## config.mk

```make
export PLATFORM = sky130hd
export DESIGN_NAME = ste_master
export DESIGN_NICKNAME = d
export VERILOG_FILES = /design/src/rtl/ste_pkg.sv /design/src/rtl/ste_sync.sv /design/src/rtl/ste_master.sv
export SDC_FILE = /design/constraint.sdc
export NUM_CORES = 1
export LEC_CHECK = 0
export BUFFER_PORTS_ARGS = -buffer_cell sky130_fd_sc_hd__buf_2
export CAP_MARGIN = 10
export CORE_ASPECT_RATIO = 0.8
export CORE_MARGIN = 1
export CORE_UTILIZATION = 43
export DETAILED_ROUTE_END_ITERATION = 12
export PLACE_DENSITY = 0.75
export SETUP_SLACK_MARGIN = 0.5
export SYNTH_ARGS = -nofsm -noshare
export SYNTH_HDL_FRONTEND = slang
export SYNTH_HIERARCHICAL = 1
export SYNTH_SLANG_ARGS = --single-unit
```

## constraint.sdc

```tcl
create_clock -name clk -period 1.4 [get_ports clk]
set_clock_uncertainty 0.05 [all_clocks]
set_input_delay 0.14 -clock clk [delete_from_list [all_inputs] [get_ports clk]]
set_output_delay 0.14 -clock clk [all_outputs]
set_load 0.01 [all_outputs]
```

## src/rtl/ste_pkg.sv

```systemverilog
// Shared types and constants for the STEbus initiator.
// State encoding, command-modifier values and the default timeout.
package ste_pkg;

  typedef enum logic [2:0] {
    ST_IDLE    = 3'd0,
    ST_ADDR    = 3'd1,
    ST_DATA    = 3'd2,
    ST_RELEASE = 3'd3,
    ST_DONE    = 3'd4
  } state_t;

  localparam logic [2:0] CM_MEM_RD = 3'b111;
  localparam logic [2:0] CM_MEM_WR = 3'b110;
  localparam logic [2:0] CM_IO_RD  = 3'b011;
  localparam logic [2:0] CM_IO_WR  = 3'b010;

  localparam int TIMEOUT_DEFAULT = 255;

  // CM2 selects memory space, CM0 selects read; CM1 is always set.
  function automatic logic [2:0] cm_encode(input logic io, input logic we);
    return {~io, 1'b1, ~we};
  endfunction

endpackage

```

## src/rtl/ste_sync.sv

```systemverilog
// Two-flop synchronizer for active-low bus inputs; both flops reset to
// the inactive level (1).
module ste_sync (
  input  logic clk,
  input  logic reset,
  input  logic i_d,
  output logic o_q
);

  logic r_meta;
  logic r_q;

  always_ff @(posedge clk) begin
    if (reset) begin
      r_meta <= 1'b1;
      r_q    <= 1'b1;
    end else begin
      r_meta <= i_d;
      r_q    <= r_meta;
    end
  end

  assign o_q = r_q;

endmodule

```

## src/rtl/ste_master.sv

```systemverilog
// STEbus initiator: converts one local byte request into a single STEbus
// memory or I/O cycle, with a timeout for absent or stuck responders.
module ste_master
  import ste_pkg::*;
#(
  parameter int ADDR_SETUP = 1,
  parameter int TIMEOUT    = TIMEOUT_DEFAULT
) (
  input  logic        clk,
  input  logic        reset,
  input  logic        req,
  input  logic        we,
  input  logic        io,
  input  logic [19:0] addr,
  input  logic [7:0]  wdata,
  output logic        busy,
  output logic        done,
  output logic        err,
  output logic [7:0]  rdata,
  output logic [19:0] ste_adr,
  output logic [2:0]  ste_cm,
  output logic        ste_adrstb_n,
  output logic        ste_datstb_n,
  output logic [7:0]  ste_d_out,
  output logic        ste_d_oe,
  input  logic [7:0]  ste_d_in,
  input  logic        ste_datack_n,
  input  logic        ste_transerr_n,
  output logic [2:0]  dbg_state
);

  localparam logic [7:0] SETUP_LAST = 8'(ADDR_SETUP - 1);
  localparam logic [7:0] TO_LAST    = 8'(TIMEOUT - 1);

  state_t      r_state;
  state_t      w_next;
  logic [7:0]  r_cnt;
  logic        r_err_pend;
  logic        r_we;
  logic [7:0]  r_rdata;
  logic [19:0] r_adr;
  logic [2:0]  r_cm;
  logic        r_adrstb_n;
  logic        r_datstb_n;
  logic [7:0]  r_d_out;
  logic        r_d_oe;
  logic        w_datack_s;
  logic        w_transerr_s;
  logic        w_set_err;

  ste_sync u_sync_datack (
    .clk   (clk),
    .reset (reset),
    .i_d   (ste_datack_n),
    .o_q   (w_datack_s)
  );

  ste_sync u_sync_transerr (
    .clk   (clk),
    .reset (reset),
    .i_d   (ste_transerr_n),
    .o_q   (w_transerr_s)
  );

  always_comb begin
    w_next    = r_state;
    w_set_err = 1'b0;
    case (r_state)
      ST_IDLE: if (req) w_next = ST_ADDR;
      ST_ADDR: if (r_cnt == SETUP_LAST) w_next = ST_DATA;
      ST_DATA: begin
        // An acknowledge wins over a lone TRANSERR*; both together is an error.
        if (!w_datack_s) begin
          w_next    = ST_RELEASE;
          w_set_err = ~w_transerr_s;
        end else if (!w_transerr_s || r_cnt == TO_LAST) begin
          w_next    = ST_RELEASE;
          w_set_err = 1'b1;
        end
      end
      ST_RELEASE: begin
        if (w_datack_s && w_transerr_s) begin
          w_next = ST_DONE;
        end else if (r_cnt == TO_LAST) begin
          w_next    = ST_DONE;
          w_set_err = 1'b1;
        end
      end
      ST_DONE: w_next = ST_IDLE;
      default: w_next = ST_IDLE;
    endcase
  end

  always_ff @(posedge clk) begin
    if (reset) begin
      r_state    <= ST_IDLE;
      r_cnt      <= 8'd0;
      r_err_pend <= 1'b0;
      r_we       <= 1'b0;
      r_rdata    <= 8'd0;
      r_adr      <= 20'd0;
      r_cm       <= 3'b000;
      r_adrstb_n <= 1'b1;
      r_datstb_n <= 1'b1;
      r_d_out    <= 8'd0;
      r_d_oe     <= 1'b0;
    end else begin
      r_state <= w_next;
      if (w_set_err) r_err_pend <= 1'b1;
      case (r_state)
        ST_IDLE: begin
          r_cnt <= 8'd0;
          if (req) begin
            r_we       <= we;
            r_adr      <= addr;
            r_cm       <= cm_encode(io, we);
            r_d_out    <= wdata;
            r_d_oe     <= we;
            r_adrstb_n <= 1'b0;
            r_err_pend <= 1'b0;
          end
        end
        ST_ADDR: begin
          if (w_next == ST_DATA) begin
            r_cnt      <= 8'd0;
            r_datstb_n <= 1'b0;
          end else begin
            r_cnt <= r_cnt + 8'd1;
          end
        end
        ST_DATA: begin
          if (w_next == ST_RELEASE) begin
            r_cnt      <= 8'd0;
            r_adrstb_n <= 1'b1;
            r_datstb_n <= 1'b1;
            r_d_oe     <= 1'b0;
            if (!w_datack_s && !r_we) r_rdata <= ste_d_in;
          end else begin
            r_cnt <= r_cnt + 8'd1;
          end
        end
        ST_RELEASE: begin
          if (w_next == ST_DONE) r_cnt <= 8'd0;
          else                   r_cnt <= r_cnt + 8'd1;
        end
        default: ;
      endcase
    end
  end

  assign busy         = (r_state != ST_IDLE);
  assign done         = (r_state == ST_DONE);
  assign err          = (r_state == ST_DONE) & r_err_pend;
  assign rdata        = r_rdata;
  assign ste_adr      = r_adr;
  assign ste_cm       = r_cm;
  assign ste_adrstb_n = r_adrstb_n;
  assign ste_datstb_n = r_datstb_n;
  assign ste_d_out    = r_d_out;
  assign ste_d_oe     = r_d_oe;
  assign dbg_state    = r_state;

endmodule

```

# After elaboration in Yosys (flattened, before gate mapping)

Index checks and enable logic that the tools add are counted.

Logic and storage cells: 74
Memories: 0
ROM bits: 0
Bits in writable memories: 0
Bits in latches: 0
Input bits: 43
Bits in registers: 59

Muxes and demuxes: 27
Magnitude comparators: 0
Add/subtract/negate cells: 1
Eq/ne operators: 11
Bitwise gates (word level): 4
Shifts and indexed selects: 0
Div/mod/pow operators: 0
Reductions and logical operators: 16
Multiply operators: 0

Operators with widths:

| kind                | number |
|---|---|
| $pmux 8 s4          | 1 |
| $mux 8              | 3 |
| $mux 3              | 6 |
| $eq 3x2->1 const B  | 4 |
| $mux 1              | 12 |
| $pmux 3 s4          | 1 |
| $reduce_and 3->1    | 3 |
| $add 8x1->8 const B | 1 |
| $eq 8x8->1 const B  | 1 |
| $logic_not 8->1     | 1 |
| $pmux 1 s2          | 4 |
| $eq 3x3->1 const B  | 2 |
| $ne 2x2->1 const B  | 3 |
| $reduce_bool 2->1   | 2 |
| $reduce_bool 4->1   | 1 |
| $eq 3x1->1 const B  | 1 |
| $logic_not 1->1     | 3 |
| $logic_not 3->1     | 1 |
| $not 1->1           | 3 |
| $reduce_bool 3->1   | 1 |
| $logic_and 1x1->1   | 2 |
| $reduce_and 2->1    | 1 |
| $and 1x1->1         | 1 |
| $logic_or 1x1->1    | 1 |

# Logic depth before layout (Yosys ltp)

Gate-level depths: netlist of run 1.

Depth in word-level cells: 8
Depth in mapped cells: 6
Depth with buffers taken out: 6

# Cells and area by module

The synthesis of run 1 kept the hierarchy.

By module, submodules not included:

| module     | seq. area each (um2) | instances | cells an instance | area each (um2) |
|---|---|---|---|---|
| ste_master | 1101.1               | 1         | 259               | 2180.8 |
| ste_sync   | 40.0                 | 2         | 4                 | 52.6 |

# Worst setup path after synthesis of run 1

Ideal clock, no wire load.

Path type: reg2reg
Start: register r_state[1] (netlist: dbg_state[1])
End: register r_rdata[0] (netlist: rdata[0])
Arrival: 1.471 ns
Data required time: 1.222 ns
Setup time: 0.128 ns
Cell stages (with the launch flop): 6
Slack: -0.249 ns
Period minus slack after synthesis: 1.649 ns
Cell sequence: dfxtp_1 > or3b_1 > or3_1 > buf_6 > mux2i_1 > nor2_1

Cells in the longest elaborated chain, start to end: 5

RTL lines:

| what                                  | line                               | RTL |
|---|---|---|
| start, declared                       | ste_master.sv:35                   | `state_t r_state;` |
| start signal, assigned                | ste_master.sv:108                  | `r_state <= w_next;` |
| $mux 3 (on tied branches)             | ste_master.sv:84, ste_master.sv:76 |  |
| $mux 3 (on tied branches)             | ste_master.sv:82, ste_master.sv:73 |  |
| $pmux 3 s4                            | ste_master.sv:68                   | `case (r_state)` |
| $eq 3x2->1                            | ste_master.sv:132                  | `if (w_next == ST_RELEASE) begin` |
| $reduce_and 3->1 (no source line) (*) | -                                  |  |
| end signal, assigned                  | ste_master.sv:137                  | `if (!w_datack_s && !r_we) r_rdata <= ste_d_in;` |
| end, declared                         | ste_master.sv:40                   | `logic [7:0] r_rdata;` |

Every way passes the cells marked *; elsewhere a longest branch is shown, timed or not.
A chain may end at the register's enable or synchronous reset.

# Worst setup path in the final report of run 1

Start: register r_cnt[3]
End: register r_err_pend

Cells in the longest elaborated chain, start to end: 8

RTL lines:

| what                   | line                               | RTL |
|---|---|---|
| start, declared        | ste_master.sv:37                   | `logic [7:0] r_cnt;` |
| start signal, assigned | ste_master.sv:128                  | `r_cnt <= r_cnt + 8'd1;` |
| start signal, assigned | ste_master.sv:139                  | `r_cnt <= r_cnt + 8'd1;` |
| start signal, assigned | ste_master.sv:144                  | `else r_cnt <= r_cnt + 8'd1;` |
| $eq 8x8->1 (*)         | ste_master.sv:76, ste_master.sv:84 |  |
| $logic_or 1x1->1       | ste_master.sv:76                   | `end else if (!w_transerr_s \|\| r_cnt == TO_LAST) begin` |
| $mux 1                 | ste_master.sv:76                   |  |
| $mux 1                 | ste_master.sv:73                   | `if (!w_datack_s) begin` |
| $pmux 1 s2 (*)         | ste_master.sv:68                   |  |
| $mux 1 (*)             | ste_master.sv:109                  | `if (w_set_err) r_err_pend <= 1'b1;` |
| $mux 1                 | ste_master.sv:113                  | `if (req) begin` |
| $mux 1 (*)             | ste_master.sv:110                  | `case (r_state)` |
| end signal, assigned   | ste_master.sv:98                   | `r_err_pend <= 1'b0;` |
| end signal, assigned   | ste_master.sv:109                  |  |
| end signal, assigned   | ste_master.sv:120                  | `r_err_pend <= 1'b0;` |
| end, declared          | ste_master.sv:38                   | `logic r_err_pend;` |

Marks and branches as above.

==> impl_results.md, run 1 <==
* Outcome: finished with violations
* Failing checks: setup timing
* PwrDens at 1070 nW/µm²
* # DRC at 0
* Netlist cell types at 40
* Main combinational cell family by area after synthesis: simple AND/OR/NAND/NOR gates
* Async SR Flop Fraction at 0%
* Final hold vios at 0
* WHS Endpoint: ste_adr[7]$_SDFFE_PP0P_
* Type of origin of the critical path: flop
* Slew margin rel. at 68.2%
* Synth Area in Adders at about 1.6%
* Die footprint at ~5600 µm²
* Worst Hold Class: in -> reg
* GRT Overall Usage at 32.2%
* Min cycle time layout at 1.69 ns
* Clock tree buffer depth at 2
* CTS Buf Count at 9
* Post-synthesis mux area share at 3.50%
* Syn Nets at 313
* CP Capture Type: flop
* Clk sink count at 59
* Unrepaired setup endpoints after global routing: yes
* Max Slew Vio Count at 0
* Fraction of the mapped netlist area in simple logic gates at 23.2%
* Root Driver: clkbuf_8
* Vias in the first global route at 2673
* Synthesized cell area at 2290 µm²
* Setup ws final at -0.290 ns
* Register area share after synthesis at 51.7%
* Dpl ws at -0.179 ns
* Placeable Area at 5060 µm²
* DP Wirelength at approximately 4200 µm
* Reg2reg setup slack at -0.29 ns
* Hold Crit Depth at 3
* CP required at 1.55 ns
* CTS tree: yes
* Skew-Pair Late Insertion Delay at around 0.34 ns
* Via Count at 2831
* First-pass GRT wire length at 13600 µm
* Layout Nets at 497
* Grt ovf at 0
* LEAKAGE at 2.03 nW
* Setup TNS Final at -8.52 ns
* Setup-failing EPs final at 56
* 1st-iter DRT viols at around 220
* Largest area contributor in the netlist: dfxtp_1
* Synth Area in Compound Gates at 14.1%
* Worst Tran Pin Value at 0.477 ns
* Synth warn at 6
* Vias per cell at 5.47
* Reg2reg start: r_cnt[3]$_SDFFE_PP0N_
* Final wirelength at ~9900 µm
* Die width at roughly 84 µm
* First-pass DRT Iterations at 5
* Synth Area in XOR/XNOR at 1.92%
* Worst Path Arrival at 1.84 ns
* Row cnt at 23
* Number of synthesized register bits at 59
* H-tree depth at 3
* Fmax at 0.592 GHz
* Pin count of the biggest net entering global routing at 26
* Worst Path Max Fanout at 4
* Die Height at 67.2 µm
* Num ports at 91
* Synth Instances at 267
* Largest cells by area after synthesis: dfxtp_1, nand2_1, a21oi_1, mux2i_1, nor2_1
* Area grow syn2layout at 100%
* Antenna viol nets, final at 0
* Post-synth top area share at 51.7%
* Reg2Reg Depth at 5
* Top_reg_cell synth: dfxtp_1
* Synth Area per Inst at roughly 8.6 µm²
* Starting Density at 45.1%
* Clock slew at reported path FFs at around 0.070 ns
* Initial antenna violation count at 0
* Post-synth EDFFs at 0
* Hold Startpoint: addr[7]
* Routability cong. at around 0.80
* WL per Instance at 19.1 µm
* Peak supply drop at between 0.001 and 0.0015 V
* I/O Buffers at 90
* Critical path class: reg -> reg
* Share of cells above drive strength 1 at 57.7%
* Period utilisation layout at 121%
* Max-Cap Viols at 0
* FF-to-FF End: r_err_pend$_SDFF_PP0_
* # diodes at 0
worst max-delay path by stage:
| stage | startpoint | endpoint | slack (ns) | depth (start not counted) |
|---|---|---|---|---|
| after floorplan | dbg_state[1]$_SDFF_PP0_ | rdata[0]$_SDFFE_PP0P_ | -0.16 | 5 |
| after detailed placement | dbg_state[2]$_SDFF_PP0_ | rdata[2]$_SDFFE_PP0P_ | -0.18 | 5 |
| after CTS | dbg_state[2]$_SDFF_PP0_ | rdata[2]$_SDFFE_PP0P_ | -0.18 | 5 |
| after global placement | dbg_state[1]$_SDFF_PP0_ | dbg_state[0]$_SDFF_PP0_ | -0.17 | 6 |
| after global routing | r_cnt[3]$_SDFFE_PP0N_ | r_err_pend$_SDFF_PP0_ | -0.41 | 5 |
| final | r_cnt[3]$_SDFFE_PP0N_ | r_err_pend$_SDFF_PP0_ | -0.29 | 5 |
sequential cells by signal, indices dropped and copies added, names as in the netlist, 3 cells and up:
signal	cells
ste_adr	20
r_cnt	8
rdata	8
ste_d_out	8
dbg_state	3
ste_cm	3
kinds of logic (layout without fill, tap and decap cells):
logic type | after synthesis | count (layout)
AOI/OAI and AO/OA | 55 | 55
xor gates and xnor gates | 5 | 5
adders and majority gates | 3 | 3
buffers and inverters | 20 | 209
DFF | 59 | 59
muxes | 8 | 8
and+or+nand+nor | 117 | 117
critical path: stages (launching register included):
cell      delay, ns
dfxtp_1        0.43
nand4_1        0.17
buf_4          0.20
o31ai_2        0.22
a221oi_1       0.14
nor3_1         0.34
cell usage in the layout, fill, tap and decap left out, types with 3 or more instances in the layout:
cell type / netlist / routed
a21oi_1: 37 / 20
a21oi_2: 0 / 16
buf_12: 0 / 4
buf_2: 5 / 47
buf_4: 0 / 44
buf_6: 1 / 55
clkbuf_8: 0 / 10
dfxtp_1: 59 / 9
dfxtp_2: 0 / 49
dlygate4sd3_1: 0 / 35
mux2i_1: 8 / 7
nand2_1: 66 / 63
nor2_1: 16 / 15
nor3_1: 7 / 3
nor3_2: 0 / 3
o22ai_1: 3 / 3
or2_1: 4 / 4
or3_1: 3 / 3
xnor2_1: 3 / 3
metal layers:
| metal | share of wire (%) | vias up | global-route usage, % |
|---|---|---|---|
| met1 | 37 | 1340 | 36.0 |
| met4 | 4.9 | 0 | 14.4 |
| li1 | - | 1275 | - |
| met5 | 0 | - | 0 |
| met2 | 52 | 164 | 58.4 |
| met3 | 6.5 | 52 | 9.29 |
cell usage after synthesis, types with 2 or more instances:
library cell and number:
buf_2 5, nand2b_1 2, nor3_1 7, xnor2_1 3, or3b_1 2, clkbuf_1 9
o22ai_1 3, ha_1 3, nor2_1 16, mux2i_1 8, nand2_1 66, o21bai_1 3
or2_1 4, or3_1 3, nor2b_1 3, a211oi_1 3, and2_1 2, a21oi_1 37
dfxtp_1 59, inv_1 4, xor2_1 2, nand3b_1 2, nand4b_1 2, nand3_1 3
layout make-up:
class	instances	area, µm²
Multi-Input combinational cell	188	1260
Clock buffer	12	166
Sequential cell	59	1250
Inverter	4	17.5
Fill cell	185	488
Timing Repair Buffer	189	1740
Clock inverter	4	70.1
Tap cell	62	77.6
timing repair:
item	in CTS	in global routing
setup buffers	8	13
pin swaps	11	11
endpoints found under the hold margin	35	0
cloned	4	0
resized for setup	104	36
setup endpoints to repair	103	103
hold buffers	35	0
report_power, final:
group,internal [W],switching (W)
clock,0.00115,0.000675
sequential,0.00180,0.0000830
combinational,0.000656,0.000512
per-stage QoR:
step / util [%] / std cells / power, W / instance area (µm²) / hold slack, ns
4_1_cts: 85.9 / 505 / 0.00471 / 4350 / 0.000622
6_report: 90.4 / 518 / 0.00488 / 4580 / 0.0152
5_1_grt: 90.4 / 518 / 0.00504 / 4580 / 0.0250
3_3_place_gp: 62.9 / 442 / 0.00250 / 3190 / 0.269
2_1_floorplan: - / 267 / 0.00219 / 2390 / 0.186
3_5_place_dp: 62.9 / 442 / 0.00251 / 3190 / 0.274
(Power assumes the default switching activity.)
==> run 2: changes to the inputs <==
- BUFFER_PORTS_ARGS: -buffer_cell sky130_fd_sc_hd__buf_2 -> unset
- CORE_UTILIZATION: 43 -> 55
- DONT_BUFFER_PORTS: unset -> 1
- PLACE_DENSITY: 0.75 -> 0.73
==> run 2 against run 1 <==
Effect of this change:
- the run now fails in global routing (5_1_grt)
- area after synthesis stayed put
- synthesized cell count stayed put
==> impl_results.md, run 2 <==
* Starting Density at 58.9% (+14 points)
* Num ports at 91 (unchanged)
* Synth Instances at 267 (unchanged)
* Top_reg_cell synth: dfxtp_1
* Top-count cell post-synth: nand2_1
* Row cnt at 20 (-13%)
* Post-synth top area share at 51.7% (unchanged)
* Largest area contributor in the netlist: dfxtp_1
* Clk sink count at 59 (unchanged)
* Routability cong. at 0.806 (+1.0%)
* Clock tree buffer depth at 2 (unchanged)
* Placed cell count at 336 (-24%)
* GRT worst endpoint: rdata[5]$_SDFFE_PP0P_/D
* Last stage: global routing (5_1_grt)
* CTS Buf Count at 9 (unchanged)
* Synth warn at 6 (unchanged)
* Netlist cell types at 40 (unchanged)
* Register area share after synthesis at 51.7% (unchanged)
* Largest cells by area after synthesis: dfxtp_1, nand2_1, a21oi_1, mux2i_1, nor2_1
* Post-synth EDFFs at 0 (unchanged)
* Number of synthesized register bits at 59 (unchanged)
* Synth Area per Inst at 8.56 µm² (unchanged)
* Outcome: aborted with a tool error
* Root Driver: clkbuf_8
* Worst EP kind: register data pin
* Synthesized cell area at 2290 µm² (unchanged)
* Die Height at 59.7 µm (-11%)
* Dpl ws at -0.183 ns (-0.00368 ns)
* Most frequent cells after synthesis: nand2_1, dfxtp_1, a21oi_1, nor2_1, clkbuf_1
* Async SR Flop Fraction at 0% (unchanged)
* Run Error: [ERROR DPL-0038] Utilization greater than 100%, impossible to legalize
* Die width at 74.1 µm (-11%)
* H-tree depth at 3 (unchanged)
* DP Wirelength at 3380 µm (-19%)
* Syn Nets at 313 (unchanged)
* Pin count of the biggest net entering global routing at 64
* I/O Buffers at 0 (-100%)
==> run 2: through the flow <==
| stage | util, % | TNS [ns] | instance area (µm²) |
|---|---|---|---|
| 2_1_floorplan | - | -2.62 | 2390 |
| 3_3_place_gp | 67.9 | -3.39 | 2630 |
| 3_5_place_dp | 67.9 | -4.45 | 2630 |
| 4_1_cts | 93.9 | -4.54 | 3640 |
==> run 2: cells by family after synthesis <==
kind of cell	count (synthesis)	synth area share, %
adder cells (fa/ha/maj)	3	1.64
AND/OR/NAND/NOR	117	23.2
multiplexers	8	3.50
flip-flops	59	51.7
AO/OA/AOI/OAI	55	14.1
buffers and inverters	20	3.94
XOR/XNOR	5	1.92
==> run 2: what timing repair did <==
item	in CTS
pin swaps	31
gates resized for setup	144
setup endpoints to repair	103
hold endpoints to repair	59
setup buffers	15
hold buffers	2
gates cloned	9
==> run 3: changes to the inputs <==
- CORE_ASPECT_RATIO: 0.8 -> unset
- CORE_UTILIZATION: 55 -> 40
- PLACE_DENSITY: 0.73 -> unset
- PLACE_DENSITY_LB_ADDON: unset -> 0.15
- SETUP_SLACK_MARGIN: 0.5 -> unset
- clock period: 1.4 -> 1.82 ns (I/O delays scaled with it)
==> run 3 against run 2 <==
Effect of this change:
- the run now ends clean
==> impl_results.md, run 3 (synthesis results as in run 1) <==
* Vias per cell at 5.07
* Antenna viol nets, final at 0
* Peak supply drop at 0.000665 V
* Max stage delay on crit path at 0.42 ns
* Max-Cap Viols at 0
* Vias in the first global route at 1985
* Skew-Pair Late Insertion Delay at roughly 0.34 ns
* Pin count of the biggest net entering global routing at 64
* FF-to-FF End: r_cnt[3]$_SDFFE_PP0N_
* Period utilisation layout at 93.4%
* Clk sink count at 59 (unchanged)
* Worst Path Max Fanout at 6
* Slew margin rel. at 74.9%
* Dpl ws at 0.0355 ns (+0.218 ns)
* Setup ws final at around 0.12 ns
* Setup-failing EPs final at 0
* Placeable Area at roughly 5500 µm²
* Min cycle time layout at 1.70 ns
* Layout fillers at 489
* First-pass DRT Iterations at 4
* Routability cong. at 0.855 (+6.0%)
* # diodes at 0
* PwrDens at between 900 and 1000 nW/µm²
* Starting Density at 41.5% (-17 points)
* Share of cells above drive strength 1 at a little over a tenth
* Die footprint at 6020 µm²
* Clock slew at reported path FFs at ~0.070 ns
* Clock tree buffer depth at 2 (unchanged)
* Via Count at 1992
* Critical path class: reg -> reg
* Die Height at 77.6 µm (+30%)
* Reg2reg start: r_cnt[1]$_SDFFE_PP0N_
* Reg2reg setup slack at about 0.12 ns
* Num ports at 91 (unchanged)
* Hold WS at approximately 0.14 ns
* # DRC at 0
* Final hold vios at 0
* 1st-iter DRT viols at 82
* Worst Tran Pin Value at between 0.3 and 0.4 ns
* First-pass GRT wire length at 9030 µm
* H-tree depth at 3 (unchanged)
* Setup TNS Final at 0 ns
* Most common cell after layout, fill and taps aside: nand2_1
* GRT Overall Usage at 19.5%
* Outcome: completed
* Hold Startpoint: reset
* WHS Endpoint: ste_adr[18]$_SDFFE_PP0P_
* DP Wirelength at 3390 µm (+0.41%)
* Critical path's slowest cell: dfxtp_1
* Critical path buffer and inverter count at 0
* Total power at between 0.003 and 0.004 W
* CP Capture Type: flop
* Worst Path Arrival at 1.87 ns
* LEAKAGE at 1.22 nW
* CTS Buf Count at 9 (unchanged)
* Root Driver: clkbuf_8
* Final wirelength at approximately 5600 µm
* I/O Buffers at 0 (unchanged)
* Crit-path cells: ha_1 > nand3_1 > or2_2 > a311oi_4 > nor3_1
* Area grow syn2layout at 34.2%
* Layout Nets at 364
* Max Slew Vio Count at 0
* WL per Instance at 14.2 µm
* Initial antenna violation count at 0
* Crit path max-delay family: simple AND/OR/NAND/NOR gates
* Hold Crit Depth at 2
* Die width at 77.6 µm (+4.7%)
* Worst Hold Class: in -> reg
* Max reg flops at 20
* CTS tree: yes
* Fmax at 0.588 GHz
* Most frequent cells in the layout: nand2_1, dfxtp_1, dlygate4sd3_1
* Type of origin of the critical path: flop
* Reg2Reg Depth at 5
* Row cnt at 27 (+35%)
* Grt ovf at 0
* CP required at 1.99 ns
run 3: worst max path at each step:
stage / endpoint / cells after the start / startpoint / slack, ns
floorplan: rdata[0]$_SDFFE_PP0P_ / 5 / dbg_state[1]$_SDFF_PP0_ / 0.17
global placement: r_cnt[4]$_SDFFE_PP0N_ / 6 / r_cnt[0]$_SDFFE_PP0N_ / 0.09
detailed placement: r_cnt[6]$_SDFFE_PP0N_ / 6 / r_cnt[0]$_SDFFE_PP0N_ / 0.04
CTS: r_cnt[4]$_SDFFE_PP0N_ / 6 / r_cnt[0]$_SDFFE_PP0N_ / 0.02
global route: r_cnt[5]$_SDFFE_PP0N_ / 6 / r_cnt[0]$_SDFFE_PP0N_ / -0.06
finish: r_cnt[3]$_SDFFE_PP0N_ / 5 / r_cnt[1]$_SDFFE_PP0N_ / 0.12
run 3: cell type report:
| cell class | instances | area, µm² | share of cell area, % |
|---|---|---|---|
| clock buffer | 12 | 165 | 5.38 |
| clock inverter | 2 | 35.0 | 1.14 |
| inverter | 4 | 15.0 | 0.489 |
| multi-input combinational | 188 | 1040 | 33.9 |
| sequential | 59 | 1180 | 38.5 |
| tap | 72 | 90.1 | 2.94 |
| timing repair buffer | 56 | 541 | 17.6 |
run 3: timing repair:
item / CTS / global route
hold buffers: 41 / 0
buffers inserted: 0 / 0
endpoints found under the setup margin: 0 / 16
hold endpoints to repair: 59 / 0
gates resized for setup: 0 / 4
run 3: power breakdown:
group / switching (W) / total [W] / internal (W)
sequential: 0.0000851 / 0.00146 / 0.00137
clock: 0.000490 / 0.00122 / 0.000727
combinational: 0.000190 / 0.000365 / 0.000174
run 3: worst reg2reg max path: cells and delay by family, from the launching register on:
kind            cells  cell delay, ns
fa+ha+maj           1            0.18
compound gates      1            0.37
simple gates        3            0.55
flops               1            0.42
run 3: per-layer routing:
metal  track usage, %  up-vias  routed length, µm
met2             31.2       79               2540
met5                0        -                  0
li1                 -      996                  -
met3             7.65       10                429
met1             23.0      907               2540
met4             8.68        0                 67
run 3: per-stage QoR:
stage	cell area (µm²)	util [%]	cells
floorplan	2290	-	267
detailed placement	2410	43.8	338
global route	3070	55.7	393
global placement	2410	43.8	338
finish	3070	55.7	393
CTS	3040	55.2	393
==> run 4: changes to the inputs <==
- REMOVE_ABC_BUFFERS: unset -> 1
==> run 4 against run 3 <==
Effect of this change:
- worst hold slack better by 0.0072 ns
- maximum frequency decreased by 0.46%
- global-route usage decreased by 1.0 points
- register-to-register slack about the same
- largest power group unchanged
==> impl_results.md, run 4 (synthesis results as in run 1) <==
* GRT Overall Usage at 18.5% (-1.0 points)
* Max Slew Vio Count at 0 (unchanged)
* Reg2reg start: dbg_state[2]$_SDFF_PP0_
* Area grow syn2layout at 34.4%
* First-pass GRT wire length at 8490 µm (-6.0%)
* Placed inst area at 2420 µm² (+0.21%)
* Hold Startpoint: reset
* # diodes at 0 (unchanged)
* WL per Instance at 13.8 µm (-2.8%)
* Row cnt at 27 (unchanged)
* Hold WS at 0.148 ns (+0.00725 ns)
* LEAKAGE at 1.22 nW (+0.39%)
* Starting Density at 41.5% (unchanged)
* Max reg flops at 20 (unchanged)
* DP Wirelength at 3240 µm (-4.6%)
* Share of cells above drive strength 1 at 10.9% (-0.034 points)
* CTS tree: yes
* # DRC at 0 (unchanged)
* Antenna viol nets, final at 0 (unchanged)
* Most frequent cells in the layout: nand2_1, dfxtp_1, dlygate4sd3_1
* Vias per cell at 4.92 (-3.0%)
* Die footprint at 6020 µm² (unchanged)
* Routed wl met2 at 2620 µm (+3.3%)
* Worst Path Arrival at 1.86 ns (about the same)
* Period utilisation layout at 93.8% (+0.43 points)
* Reg2Reg Depth at 4 (-1)
* M1 WL at 2470 µm (-3.0%)
* Outcome: completed
* Die Height at 77.6 µm (unchanged)
* Routability cong. at 0.784 (-8.2%)
* Most common cell after layout, fill and taps aside: nand2_1
* CP Capture Type: flop
* CP required at 1.98 ns (about the same)
* Slew margin rel. at 70.5% (-4.4 points)
* Final hold vios at 0 (unchanged)
* Setup-failing EPs final at 0 (unchanged)
* Min cycle time layout at 1.71 ns (+0.00788 ns)
* FF-to-FF End: rdata[2]$_SDFFE_PP0P_
* Max-Cap Viols at 0 (unchanged)
* Placeable Area at 5510 µm² (unchanged)
* First-pass DRT Iterations at 4 (unchanged)
* Skew-Pair Late Insertion Delay at 0.32 ns (-0.02 ns)
* Pin count of the biggest net entering global routing at 64 (unchanged)
* Via Count at 1937 (-2.8%)
* Reg2reg setup slack at 0.11 ns (about the same)
* Hold Crit Depth at 2 (unchanged)
* Vias in the first global route at 1732 (-13%)
* I/O Buffers at 0 (unchanged)
* Num ports at 91 (unchanged)
* PwrDens at 980 nW/µm² (-1.0%)
* 1st-iter DRT viols at 100 (+22%)
* Routed wl met3 at 314 µm (-27%)
* Grt ovf at 0 (unchanged)
* WHS Endpoint: ste_adr[3]$_SDFFE_PP0P_
* Fmax at 0.585 GHz (-0.46%)
* Layout Nets at 365 (+0.27%)
* Clock tree buffer depth at 2 (unchanged)
* Type of origin of the critical path: flop
* Register Area at 1180 µm² (unchanged)
* Layout fillers at 533 (+9.0%)
* Worst Hold Class: in -> reg
* Clock slew at reported path FFs at 0.07 ns (about the same)
* H-tree depth at 3 (unchanged)
* Clk sink count at 59 (unchanged)
* Worst Path Max Fanout at 8 (+2)
* Multi-input logic area at 1020 µm² (-1.6%)
* Initial antenna violation count at 0 (unchanged)
* Peak supply drop at 0.000455 V (-32%)
* Finished Cell Area at 3070 µm² (+0.12%)
* Critical path class: reg -> reg
* Die width at 77.6 µm (unchanged)
* Root Driver: clkbuf_8
* Final wirelength at 5440 µm (-2.6%)
* Worst Tran Pin Value at 0.442 ns (+0.0680 ns)
* CTS Buf Count at 9 (unchanged)
* Highest routed metal layer: met4
[run 4: what timing repair did]
item,in CTS,in global routing
buffers inserted,0,2
hold buffers,41,0
gates resized for setup,0,2
endpoints found under the setup margin,0,8
hold endpoints to repair,59,0
[run 4: worst max path at each step]
| stage | slack [ns] | start | endpoint |
|---|---|---|---|
| 2_1_floorplan | -0.11 | dbg_state[2]$_SDFF_PP0_ | ste_d_oe$_SDFFE_PP0P_ |
| 3_3_place_gp | 0.13 | r_cnt[1]$_SDFFE_PP0N_ | r_cnt[3]$_SDFFE_PP0N_ |
| 3_5_place_dp | 0.01 | r_cnt[1]$_SDFFE_PP0N_ | r_cnt[6]$_SDFFE_PP0N_ |
| 4_1_cts | 0.004 | r_cnt[1]$_SDFFE_PP0N_ | r_cnt[2]$_SDFFE_PP0N_ |
| 5_1_grt | -0.02 | dbg_state[2]$_SDFF_PP0_ | r_cnt[2]$_SDFFE_PP0N_ |
| 6_report | 0.11 | dbg_state[2]$_SDFF_PP0_ | rdata[2]$_SDFFE_PP0P_ |
[run 4: routing by layer]
metal | up-vias | GRT usage, %
met3 | 2 | 4.82
met4 | 0 | 11.3
met1 | 879 | 23.0
li1 | 999 | -
met5 | - | 0
met2 | 57 | 28.5
[run 4: layout make-up]
type | instances | area share, %
flip-flops and latches | 59 | 38.5
multi-input cells | 188 | 33.4
well taps | 72 | 2.93
clock buffers | 12 | 5.38
repair buffers | 57 | 18.2
inverters | 4 | 0.489
clock inverters | 2 | 1.14
[run 4: where the power goes]
| group | switching, W | internal (W) |
|---|---|---|
| Combinational | 0.000188 | 0.000172 |
| Sequential | 0.0000816 | 0.00137 |
| Clock | 0.000472 | 0.000727 |
[run 4: worst max-delay path, stage by stage, from the launching register on]
cell and delay [ns]:
dfxtp_1 0.32, or3b_1 0.41, or3_1 0.53, mux2i_1 0.23, nor2_1 0.05
[run 4: through the flow]
| stage | setup WS (ns) | power (W) | setup TNS, ns | instances | utilization (%) |
|---|---|---|---|---|---|
| after CTS | 0.00428 | 0.00304 | 0 | 392 | 55.3 |
| after floorplan | -0.114 | 0.00164 | -1.31 | 251 | - |
| final | 0.112 | 0.00301 | 0 | 394 | 55.8 |
| after global placement | 0.125 | 0.00173 | 0 | 337 | 43.9 |
| after detailed placement | 0.0139 | 0.00174 | 0 | 337 | 43.9 |
| after global routing | -0.0196 | 0.00315 | -0.0196 | 394 | 55.8 |
